--- config.mk ---
export PLATFORM = sky130hd
export DESIGN_NAME = call_stack
export DESIGN_NICKNAME = d
export VERILOG_FILES = /design/src/rtl/call_stack_pkg.sv /design/src/rtl/call_stack_mem.sv /design/src/rtl/call_stack.sv
export SDC_FILE = /design/constraint.sdc
export NUM_CORES = 1
export LEC_CHECK = 0
export ABC_AREA = 1
export BUFFER_PORTS_ARGS = -buffer_cell sky130_fd_sc_hd__buf_2
export CAP_MARGIN = 20
export CORE_UTILIZATION = 45
export DETAILED_ROUTE_END_ITERATION = 16
export HOLD_SLACK_MARGIN = 0.03
export PLACE_DENSITY_LB_ADDON = 0.15
export SLEW_MARGIN = 30
export SYNTH_ARGS = -nofsm -noshare
export SYNTH_HDL_FRONTEND = slang
export SYNTH_SLANG_ARGS = --single-unit
--- constraint.sdc ---
create_clock -name clk -period 3.75 [get_ports clk]
set_input_delay 0.5625 -clock clk [delete_from_list [all_inputs] [get_ports clk]]
set_output_delay 0.5625 -clock clk [all_outputs]
set_load 0.01 [all_outputs]
--- src/rtl/call_stack_pkg.sv ---
// Shared constants, opcode decode type and offset sign-extension for the call_stack unit.
// The optional CALL_STACK_PROTECT_EN macro is consumed by call_stack.sv.
package call_stack_pkg;

  localparam int unsigned DEFAULT_PC_W  = 11;
  localparam int unsigned DEFAULT_OFS_W = 10;
  localparam int unsigned DEFAULT_DEPTH = 4;

  typedef enum logic [1:0] {
    OP_NONE,
    OP_CALL,
    OP_RET
  } op_e;

  // Sign-extends the low ofs_w bits of ofs to 32 bits; callers truncate to their PC width.
  function automatic logic [31:0] sext_ofs(input logic [31:0] ofs, input int unsigned ofs_w);
    logic [31:0] shifted;
    shifted  = ofs << (32 - ofs_w);
    sext_ofs = 32'($signed(shifted) >>> (32 - ofs_w));
  endfunction

endpackage

--- src/rtl/call_stack_mem.sv ---
// DEPTH x PC_W return-address register file with a circular write pointer.
// Read port always presents the most recent entry (wp-1); a pop clears that entry.
module call_stack_mem
  import call_stack_pkg::*;
#(
  parameter int unsigned PC_W  = DEFAULT_PC_W,
  parameter int unsigned DEPTH = DEFAULT_DEPTH
) (
  input  logic            clk,
  input  logic            rst,
  input  logic            push,
  input  logic            pop,
  input  logic [PC_W-1:0] wdata,
  output logic [PC_W-1:0] rdata
);

  localparam int unsigned AW = $clog2(DEPTH);

  logic [PC_W-1:0] entry [DEPTH];
  logic [AW-1:0]   wp;
  logic [AW-1:0]   top_idx;

  assign top_idx = wp - AW'(1);
  assign rdata   = entry[top_idx];

  // When full, wp already points at the oldest entry, so a push overwrites it.
  always_ff @(posedge clk) begin
    if (rst) begin
      wp <= '0;
      for (int i = 0; i < int'(DEPTH); i++) begin
        entry[i] <= '0;
      end
    end else if (push) begin
      entry[wp] <= wdata;
      wp        <= wp + AW'(1);
    end else if (pop) begin
      entry[top_idx] <= '0;
      wp             <= top_idx;
    end
  end

endmodule

--- src/rtl/call_stack.sv ---
// Return-address stack: call pushes pc_in and redirects to pc_in+offset, ret pops and redirects
// to popped PC + 1. Define CALL_STACK_PROTECT_EN to reject calls while full instead of overwriting.
module call_stack
  import call_stack_pkg::*;
#(
  parameter int unsigned PC_W  = DEFAULT_PC_W,
  parameter int unsigned OFS_W = DEFAULT_OFS_W,
  parameter int unsigned DEPTH = DEFAULT_DEPTH
) (
  input  logic                       clk,
  input  logic                       rst,
  input  logic                       en,
  input  logic                       call,
  input  logic                       ret,
  input  logic [OFS_W-1:0]           offset,
  input  logic [PC_W-1:0]            pc_in,
  output logic [PC_W-1:0]            pc_out,
  output logic                       pc_valid,
  output logic [$clog2(DEPTH+1)-1:0] level,
  output logic                       full,
  output logic                       empty,
  output logic                       overflow,
  output logic                       underflow
);

  localparam int unsigned LW = $clog2(DEPTH + 1);

  op_e             op;
  logic            call_ok;
  logic            push;
  logic            pop;
  logic [PC_W-1:0] ofs_ext;
  logic [PC_W-1:0] top_pc;

  // Call has priority; a simultaneous ret is dropped entirely.
  always_comb begin
    op = OP_NONE;
    if (en) begin
      if (call) begin
        op = OP_CALL;
      end else if (ret) begin
        op = OP_RET;
      end
    end
  end

  assign full    = (level == LW'(DEPTH));
  assign empty   = (level == '0);
  assign ofs_ext = PC_W'(sext_ofs(32'(offset), OFS_W));

`ifdef CALL_STACK_PROTECT_EN
  assign call_ok = !full;
`else
  assign call_ok = 1'b1;
`endif

  assign push = (op == OP_CALL) && call_ok;
  assign pop  = (op == OP_RET) && !empty;

  call_stack_mem #(
    .PC_W (PC_W),
    .DEPTH(DEPTH)
  ) u_mem (
    .clk  (clk),
    .rst  (rst),
    .push (push),
    .pop  (pop),
    .wdata(pc_in),
    .rdata(top_pc)
  );

  always_ff @(posedge clk) begin
    if (rst) begin
      pc_out    <= '0;
      pc_valid  <= 1'b0;
      level     <= '0;
      overflow  <= 1'b0;
      underflow <= 1'b0;
    end else begin
      pc_valid <= push || pop;
      if (push) begin
        pc_out <= pc_in + ofs_ext;
        if (!full) begin
          level <= level + LW'(1);
        end
      end else if (pop) begin
        pc_out <= top_pc + PC_W'(1);
        level  <= level - LW'(1);
      end
      if ((op == OP_CALL) && full) begin
        overflow <= 1'b1;
      end
      if ((op == OP_RET) && empty) begin
        underflow <= 1'b1;
      end
    end
  end

endmodule

==> impl_metrics.toml, run 1 <==
[status]
status = "complete, no violations"

[timing]
slew_headroom_pct = 51.2
final-hold-violation-count = 0
finalWorstSetupSlack_ns = 1.18
timing.final.crit_share_pct = 68.5
rsz0062_at_grt = "no"
slew_viol_final = 0
finalCriticalPeriod_ns = 2.57
fin_worst_skew_ns = 0.00754
setup_violations = 0
fmax_ghz = 0.389
worstMarginPinSlew_ns = 0.731
tns_ns = 0

[power_and_ir_drop]
powerDensity_nw_per_um2 = 433
ir_drop_v = 0.000189
power.total_mw = 1.79
leakage_nw = 2.00

[clock_network]
clock_sinks = 63
cts_tree = "built"
cts.path.max_buffers = 2
worst_skew_pair.late_latency_ns = 0.35
cts_root_buf = "clkbuf_8"
post_cts_resized = 0
post_cts_buffers = 0
ctsHoldBuffers = 0
cts_buffers = 9
clk_pin_slew_ns = 0.07
htree_num_levels = 3

[critical_path]
end_kind = "flip-flop"
path_max_fanout = 23
cpPeakStageDelay_ns = 0.80
r2r_slack_ns = 1.18
path_delay_family = "simple AND/OR/NAND/NOR gates"
reg2reg_depth = 7
worstPathArrival_ns = 2.57
critPathBufInv = 1
worst_r2r_endpoint = "u_mem.entry[2][4]"
critPathLaunchType = "flip-flop"
r2r_start = "u_mem.wp[0]"
criticalPathCategory = "reg2reg"
required_ns = 3.75
critPathSlowestCell = "dfxtp_1"
crit_chain = "inv_6, nand2_4, nand2_4, nand2_1, o21ai_2, or2_4, nand2_1"

[route]
wl_per_cell_microns = 15.5
drc_errors = 0
vias = 3102
first_pass_iters = 4
via_per_inst = 5.09
detail-route-antenna-nets = 0
drt-total-wl_microns = 9450
first_iter_violations = 213

[grt]
antenna_found_initial = 0
grt_usage_pct = 23.3
grt_overflow = 0
grt_pass1_wl_microns = 14700
grt_max_degree = 24
grt_pass1_vias = 2912

[layout]
register_area_sq_um = 1700
multiInputGateArea_sq_um = 1690
layout-drive-gt1-share_pct = 18.5
fin_cells = 609
syn_to_final_growth_pct = 11.7
diodes = 0
fillers = 762
final_cell_area_sq_um = 4140
nNetsFinal = 542

[synthesis]
ys_ff_latch = 63
synth_top_area_cell = "edfxtp_1"
synth_common_cells = "143 x nand2_1, 51 x nor2_1, 47 x inv_1"
synth_top_flop_cell = "edfxtp_1"
synth_edf_count = 44
seq_area_frac_synth_pct = 45.9
ys_async_sr_fraction_pct = 0
yosysMostFrequentCell = "nand2_1"
synth_nets = 499
synth_cell_types = 38
yosysTopAreaCellShare_pct = 35.6
syn_inst = 460
synthTopCellsByArea = "edfxtp_1 36%, nand2_1 14%, dfxtp_1 10%"
syn_area_per_cell_sq_um = 8.06
syn_area_sq_um = 3710
yosysWarnings = 0

[placement]
gp_congestion = 0.911
placed_area_sq_um = 3960
io_buffers = 44
placed_cells = 594
hpwl_microns = 7200
pre_cts_ws_ns = 0.884

[floorplan]
num_io_pins = 45
start_util_pct = 47.2
dieArea_sq_um = 8610
core.rowCount = 32
core_area_sq_um = 7850
die_height_microns = 92.8
dieWidth_microns = 92.8

[hold_path]
whs_path_depth = 2
hold_class = "reg2reg"
hp-start = "pc_out[3]"
worstHoldEndpoint = "pc_out[3]"

[flow_run]
cap_violations = 0
worst register-to-register path, stage by stage, from the launching register on:
cell     delay [ns]
dfxtp_1        0.80
inv_6          0.20
nand2_4        0.21
nand2_4        0.15
nand2_1        0.11
o21ai_2        0.08
or2_4          0.32
nand2_1        0.36
layout make-up:
cell class	instances	area share, %
sequential	63	41.1
clock inverter	6	1.51
clock buffer	9	2.99
inverter	49	4.56
tap	102	3.08
multi-input combinational	333	40.9
timing repair buffer	47	5.86
layer usage:
layer	share of wire, %	track usage (%)	up-vias
met5	0	0	-
met3	7.2	6.40	8
met4	1.0	5.90	0
met1	47	33.2	1430
met2	45	34.7	90
li1	-	-	1574
through the flow:
| stage | hold WS, ns | util (%) |
|---|---|---|
| floorplan | 0.474 | - |
| global placement | 0.433 | 50.4 |
| detailed placement | 0.442 | 50.4 |
| CTS | 0.457 | 52.8 |
| global route | 0.479 | 52.8 |
| finish | 0.451 | 52.8 |
logic make-up (layout without fill, tap and decap cells):
kind of cell | Yosys count | in the layout | share of synthesized area, %
AOI/OAI and AO/OA | 49 | 49 | 7.22
xor gates and xnor gates | 7 | 7 | 1.65
adders and majority gates | 13 | 13 | 4.79
buffers and inverters | 64 | 111 | 8.40
DFF | 63 | 63 | 45.9
and+or+nand+nor | 264 | 264 | 32.0
placed cells by master, fill, tap and decap left out, drive strengths merged, types with 6 or more instances in the layout:
cell,instances
nand2,162
nor2,58
inv,49
buf,47
edfxtp,44
nand3,32
o21ai,22
a21oi,19
dfxtp,19
ha,11
clkbuf,9
nand4,6
how the worst max path moves through the flow:
| stage | from | end | slack (ns) | cells past startpoint |
|---|---|---|---|---|
| final | u_mem.wp[0] | u_mem.entry[2][4] | 1.18 | 7 |
| after global routing | call | u_mem.entry[0][7] | 0.91 | 10 |
| after CTS | u_mem.wp[0] | pc_out[10] | 1.19 | 14 |
| after detailed placement | call | u_mem.entry[0][9] | 0.88 | 10 |
| after global placement | call | u_mem.entry[0][3] | 0.98 | 10 |
| after floorplan | ret | u_mem.entry[3][0] | 1.26 | 7 |
report_power, final:
part / internal (mW) / switching [mW]
Clock: 0.302 / 0.278
Combinational: 0.130 / 0.261
Sequential: 0.793 / 0.0304
Total: 1.22 / 0.569
sequential cells by signal (all words and copies together), names as in the netlist:
register and cells:
u_mem.entry 44, pc_out 11, u_mem.wp 2, level 3, underflow 1, overflow 1
pc_valid 1
(Power assumes the default switching activity.)
==> run 2: changes to the inputs <==
- clock period: 3.75 -> 2.3 ns (I/O delays scaled with it)
==> run 2 against run 1 <==
Largest cell class unchanged. First-iteration DRC count grew 10%. Clock power grew 90%. Clock skew down 0.0011 ns. Via count grew 5.4%. Critical endpoint is now u_mem.entry[0][9]. Combinational power grew 74%. Sequential cell count unchanged. Non-clock buffer count grew 13. Largest power group unchanged. Critical path depth is 1 lower. Clock-buffer cell count is the same. Power rose by 73%.
==> impl_metrics.toml, run 2 (synthesis results as in run 1) <==
[placement]
hpwl_microns = 7240
gp_congestion = 0.935
io_buffers = 44

[layout]
layout_common_cells = "143 x nand2_1, 51 x nor2_1, 47 x inv_1, 44 x buf_2, 44 x edfxtp_1"
top_register = "u_mem.entry"
nNetsFinal = 555
diodes = 0
largest_register_ffs = 44
syn_to_final_growth_pct = 15.4
top_regs = "u_mem.entry (44), pc_out (11), level (3)"
layout-drive-gt1-share_pct = 20.7
final_common_cell = "nand2_1"

[critical_path]
required_ns = 2.26
worstPathArrival_ns = 1.96
end_kind = "flip-flop"
worst_r2r_endpoint = "u_mem.entry[0][9]"
critPathLaunchType = "flip-flop"
r2r_slack_ns = 0.30
critPathSlowestCell = "dfxtp_1"
path_max_fanout = 14
criticalPathCategory = "reg2reg"
critPathMostFrequentCell = "nand2_1"
crit_chain = "buf_4, nor2_1, a21oi_1, inv_1, nand2_1, nand2_1"
path_delay_family = "simple AND/OR/NAND/NOR gates"
cpPeakStageDelay_ns = 0.47
r2r_start = "u_mem.wp[0]"
reg2reg_depth = 6
critPathBufInv = 2

[clock_network]
clk_pin_slew_ns = 0.08
cts.path.max_buffers = 2
post_cts_buffers = 0
cts_tree = "built"
ctsHoldBuffers = 0
clock_sinks = 63
cts_root_buf = "clkbuf_8"
htree_num_levels = 3
worst_skew_pair.late_latency_ns = 0.34
post_cts_resized = 0
cts_buffers = 9

[timing]
timing.final.crit_share_pct = 87.0
setup_violations = 0
slew_viol_final = 0
rsz0062_at_grt = "no"
slew_headroom_pct = 62.9
fin_worst_skew_ns = 0.00647
fmax_ghz = 0.500
holdWs_ns = 0.285
tns_ns = 0
final-hold-violation-count = 0
finalCriticalPeriod_ns = 2.00
worstMarginPinSlew_ns = 0.555

[grt]
antenna_found_initial = 0
grt_overflow = 0
grt_usage_pct = 24.3
grt_max_degree = 23
grt_pass1_wl_microns = 15500
grt_pass1_vias = 3127

[floorplan]
start_util_pct = 47.2
num_io_pins = 45
die_height_microns = 92.8
dieArea_sq_um = 8610
core_area_sq_um = 7850
dieWidth_microns = 92.8
core.rowCount = 32

[route]
vias = 3268
via_per_inst = 5.25
first_iter_violations = 235
first_pass_iters = 6
drt-total-wl_microns = 9860
wl_per_cell_microns = 15.8
detail-route-antenna-nets = 0
drc_errors = 0

[hold_path]
worstHoldEndpoint = "underflow"
hold_class = "in2reg"
hp-start = "rst"
whs_path_depth = 2

[power_and_ir_drop]
leakage_nw = 2.08
powerDensity_nw_per_um2 = 727
power.total_mw = 3.11
ir_drop_v = 0.000387

[flow_run]
cap_violations = 0

[status]
status = "complete, no violations"
[run 2: cell types whose count changed in the layout (fill, tap and decap cells not counted), sizes merged]
cell,delta
clkinv,-2
inv,+2
buf,+13
bufinv,+1
[run 2: metrics by stage]
step	util [%]	instance area, sq um	setup slack (ns)	cells
3_3_place_gp	51.7	4060	0.188	607
3_5_place_dp	51.7	4060	0.178	607
2_1_floorplan	-	3710	0.246	460
4_1_cts	54.5	4280	0.295	623
5_1_grt	54.5	4280	0.0677	623
6_report	54.5	4280	0.299	623
[run 2: cell type report]
class                           count  area (sq um)
Clock buffer                        9           124
Clock inverter                      7          95.1
Fill cell                         761          3570
Inverter                           49           189
Multi-Input combinational cell    333          1700
Sequential cell                    63          1700
Tap cell                          102           128
Timing Repair Buffer               60           340
[run 2: worst max path at each step]
stage | startpoint | to | slack [ns] | cells after the start
global route | u_mem.wp[0] | pc_out[8] | 0.07 | 14
finish | u_mem.wp[0] | u_mem.entry[0][9] | 0.30 | 6
detailed placement | pc_in[0] | pc_out[8] | 0.18 | 14
floorplan | level[0] | u_mem.entry[3][0] | 0.25 | 7
global placement | pc_in[0] | pc_out[8] | 0.19 | 14
CTS | u_mem.wp[0] | pc_out[8] | 0.29 | 14
[run 2: metal layers]
metal | vias up | wire length, microns | global-route usage (%)
met1 | 1544 | 4500 | 33.3
met4 | 0 | 142 | 7.56
met2 | 113 | 4670 | 38.4
li1 | 1599 | - | -
met3 | 12 | 542 | 5.09
met5 | - | 0 | 0
[run 2: where the power goes]
part           switching, mW  internal [mW]  total (mW)
combinational          0.450          0.231       0.681
sequential            0.0353           1.29        1.33
clock                  0.488          0.615        1.10
==> run 3: changes to the inputs <==
- ABC_AREA: 1 -> default
==> run 3 against run 2 <==
Die area fell by 7.5%. Cell count decreased by 22%. Register-to-register slack got worse by 0.11 ns. Largest power group unchanged. Sequential cell count unchanged. Worst setup slack worse by 0.11 ns.
==> impl_metrics.toml, run 3 <==
[layout]
final_common_cell = "nor2_1"
fin_cells = 489
top_register = "u_mem.entry"
largest_register_ffs = 44
multiInputGateArea_sq_um = 1570
nNetsFinal = 424
top_regs = "u_mem.entry (44), pc_out (11), level (3)"
diodes = 0
fillers = 684
layout_common_cells = "50 x nor2_1, 44 x buf_2, 44 x edfxtp_1, 30 x nand2_1, 22 x buf_4"
layout-drive-gt1-share_pct = 25.1
syn_to_final_growth_pct = 18.9
register_area_sq_um = 1700

[power_and_ir_drop]
powerDensity_nw_per_um2 = 732
leakage_nw = 1.68
ir_drop_v = 0.000462

[synthesis]
syn_area_per_cell_sq_um = 10.6
synth_edf_count = 44
ys_ff_latch = 63
synth_top_family_by_area = "simple AND/OR/NAND/NOR gates"
synth-simple-area-share_pct = 17.5
synthTopCellsByArea = "edfxtp_1 39%, dfxtp_1 11%, nor2_1 5.5%"
synth-compound-area-share_pct = 11.2
synth_top_area_cell = "edfxtp_1"
syn_inst = 323
ys_async_sr_fraction_pct = 0
yosys.area_share.xor_xnor_pct = 3.07
synth_common_cells = "50 x nor2_1, 44 x edfxtp_1, 30 x nand2_1"
synth_nets = 362
synth_mux_area_share_pct = 8.77
yosysWarnings = 0
yosysTopAreaCellShare_pct = 38.6
seq_area_frac_synth_pct = 49.7
synth_fa_ha_area_share_pct = 5.19
synth_top_flop_cell = "edfxtp_1"
synth_cell_types = 57
yosysMostFrequentCell = "nor2_1"
syn_area_sq_um = 3420

[critical_path]
worstPathArrival_ns = 2.36
criticalPathCategory = "reg2reg"
crit_chain = "mux4_1, ha_1, inv_1, nor2_1, a211o_1, a41o_1"
cpPeakStageDelay_ns = 0.62
end_kind = "flip-flop"
path_max_fanout = 4
critPathSlowestCell = "mux4_1"
required_ns = 2.54
critPathLaunchType = "flip-flop"

[clock_network]
post_cts_resized = 0
ctsHoldBuffers = 0
cts_tree = "built"
htree_num_levels = 3
clk_pin_slew_ns = 0.08
cts.path.max_buffers = 2
worst_skew_pair.late_latency_ns = 0.34
cts_buffers = 9
post_cts_buffers = 0
cts_root_buf = "clkbuf_8"
clock_sinks = 63

[hold_path]
hold_class = "in2reg"

[floorplan]
dieWidth_microns = 89.2
die_height_microns = 89.2
num_io_pins = 45
core_area_sq_um = 7290
dieArea_sq_um = 7960
start_util_pct = 47.0
core.rowCount = 31

[placement]
hpwl_microns = 5850
placed_cells = 473
io_buffers = 44
gp_congestion = 0.799
pre_cts_ws_ns = 0.0825

[timing]
slew_headroom_pct = 62.0
finalCriticalPeriod_ns = 2.12
tns_ns = 0
timing.final.crit_share_pct = 92.0
fmax_ghz = 0.473
final-hold-violation-count = 0
setup_violations = 0
worstMarginPinSlew_ns = 0.564
fin_worst_skew_ns = 0.00708
finalWorstSetupSlack_ns = 0.184
slew_viol_final = 0
holdWs_ns = 0.355
rsz0062_at_grt = "no"

[grt]
grt-busiest-layer = "met2"
grt_pass1_vias = 2470
grt_max_degree = 30
grt_usage_pct = 22.6
grtUsageMet1_pct = 30.0
grt_use_met2_pct = 37.1
antenna_found_initial = 0
grt_pass1_wl_microns = 12800
grt_overflow = 0
use_met3_pct = 3.60

[status]
status = "complete, no violations"

[flow_run]
cap_violations = 0

[route]
first_iter_violations = 126
detail-route-antenna-nets = 0
first_pass_iters = 5
drt-total-wl_microns = 8140
wl_per_cell_microns = 16.7
via_per_inst = 5.33
drc_errors = 0
vias = 2607
[run 3: final cells by class]
cell class / instances / share of cell area [%]
sequential: 63 / 41.8
tap: 99 / 3.04
multi-input combinational: 225 / 38.4
inverter: 20 / 1.84
clock buffer: 9 / 3.04
timing repair buffer: 66 / 9.47
clock inverter: 7 / 2.37
[run 3: logic make-up (layout without fill, tap and decap cells)]
family	count (synthesis)	count (layout)
buf+inv	35	102
simple gates	128	128
mux	15	15
fa+ha+maj	13	13
xor+xnor	12	12
flops	63	63
compound gates	57	57
[run 3: worst paths after layout]
| path | slack [ns] | cells past startpoint | end | from |
|---|---|---|---|---|
| hold reg to reg | 0.46 | 2 | underflow | underflow |
| setup reg to reg | 0.18 | 6 | pc_out[8] | u_mem.wp[0] |
| hold / removal | 0.36 | 3 | u_mem.entry[3][10] | pc_in[10] |
| setup / recovery | 0.18 | 6 | pc_out[8] | u_mem.wp[0] |
[run 3: report_power, final]
| part | internal, mW | switching, mW |
|---|---|---|
| Combinational | 0.255 | 0.323 |
| Clock | 0.611 | 0.467 |
| Sequential | 1.29 | 0.0370 |
| Total | 2.15 | 0.827 |
[run 3: worst max-delay path, delay by kind of cell (launching register included)]
family,cells,cell delay (ns)
multiplexers,1,0.62
AO/OA/AOI/OAI,2,0.45
flip-flops,1,0.43
adder cells (fa/ha/maj),1,0.29
buffers and inverters,1,0.14
AND/OR/NAND/NOR,1,0.08
[run 3: metal layers]
metal	part of all wire (%)	routed length, microns
met5	0	0
met4	1.7	138
met3	4.2	341
met2	46	3780
met1	48	3880
[run 3: per-stage QoR]
| step | instance area (sq um) | total power [mW] | utilization, % |
|---|---|---|---|
| after floorplan | 3420 | 1.73 | - |
| after global placement | 3850 | 1.92 | 52.8 |
| after detailed placement | 3850 | 1.93 | 52.8 |
| after CTS | 4070 | 3.00 | 55.8 |
| after global routing | 4070 | 3.12 | 55.8 |
| final | 4070 | 2.98 | 55.8 |
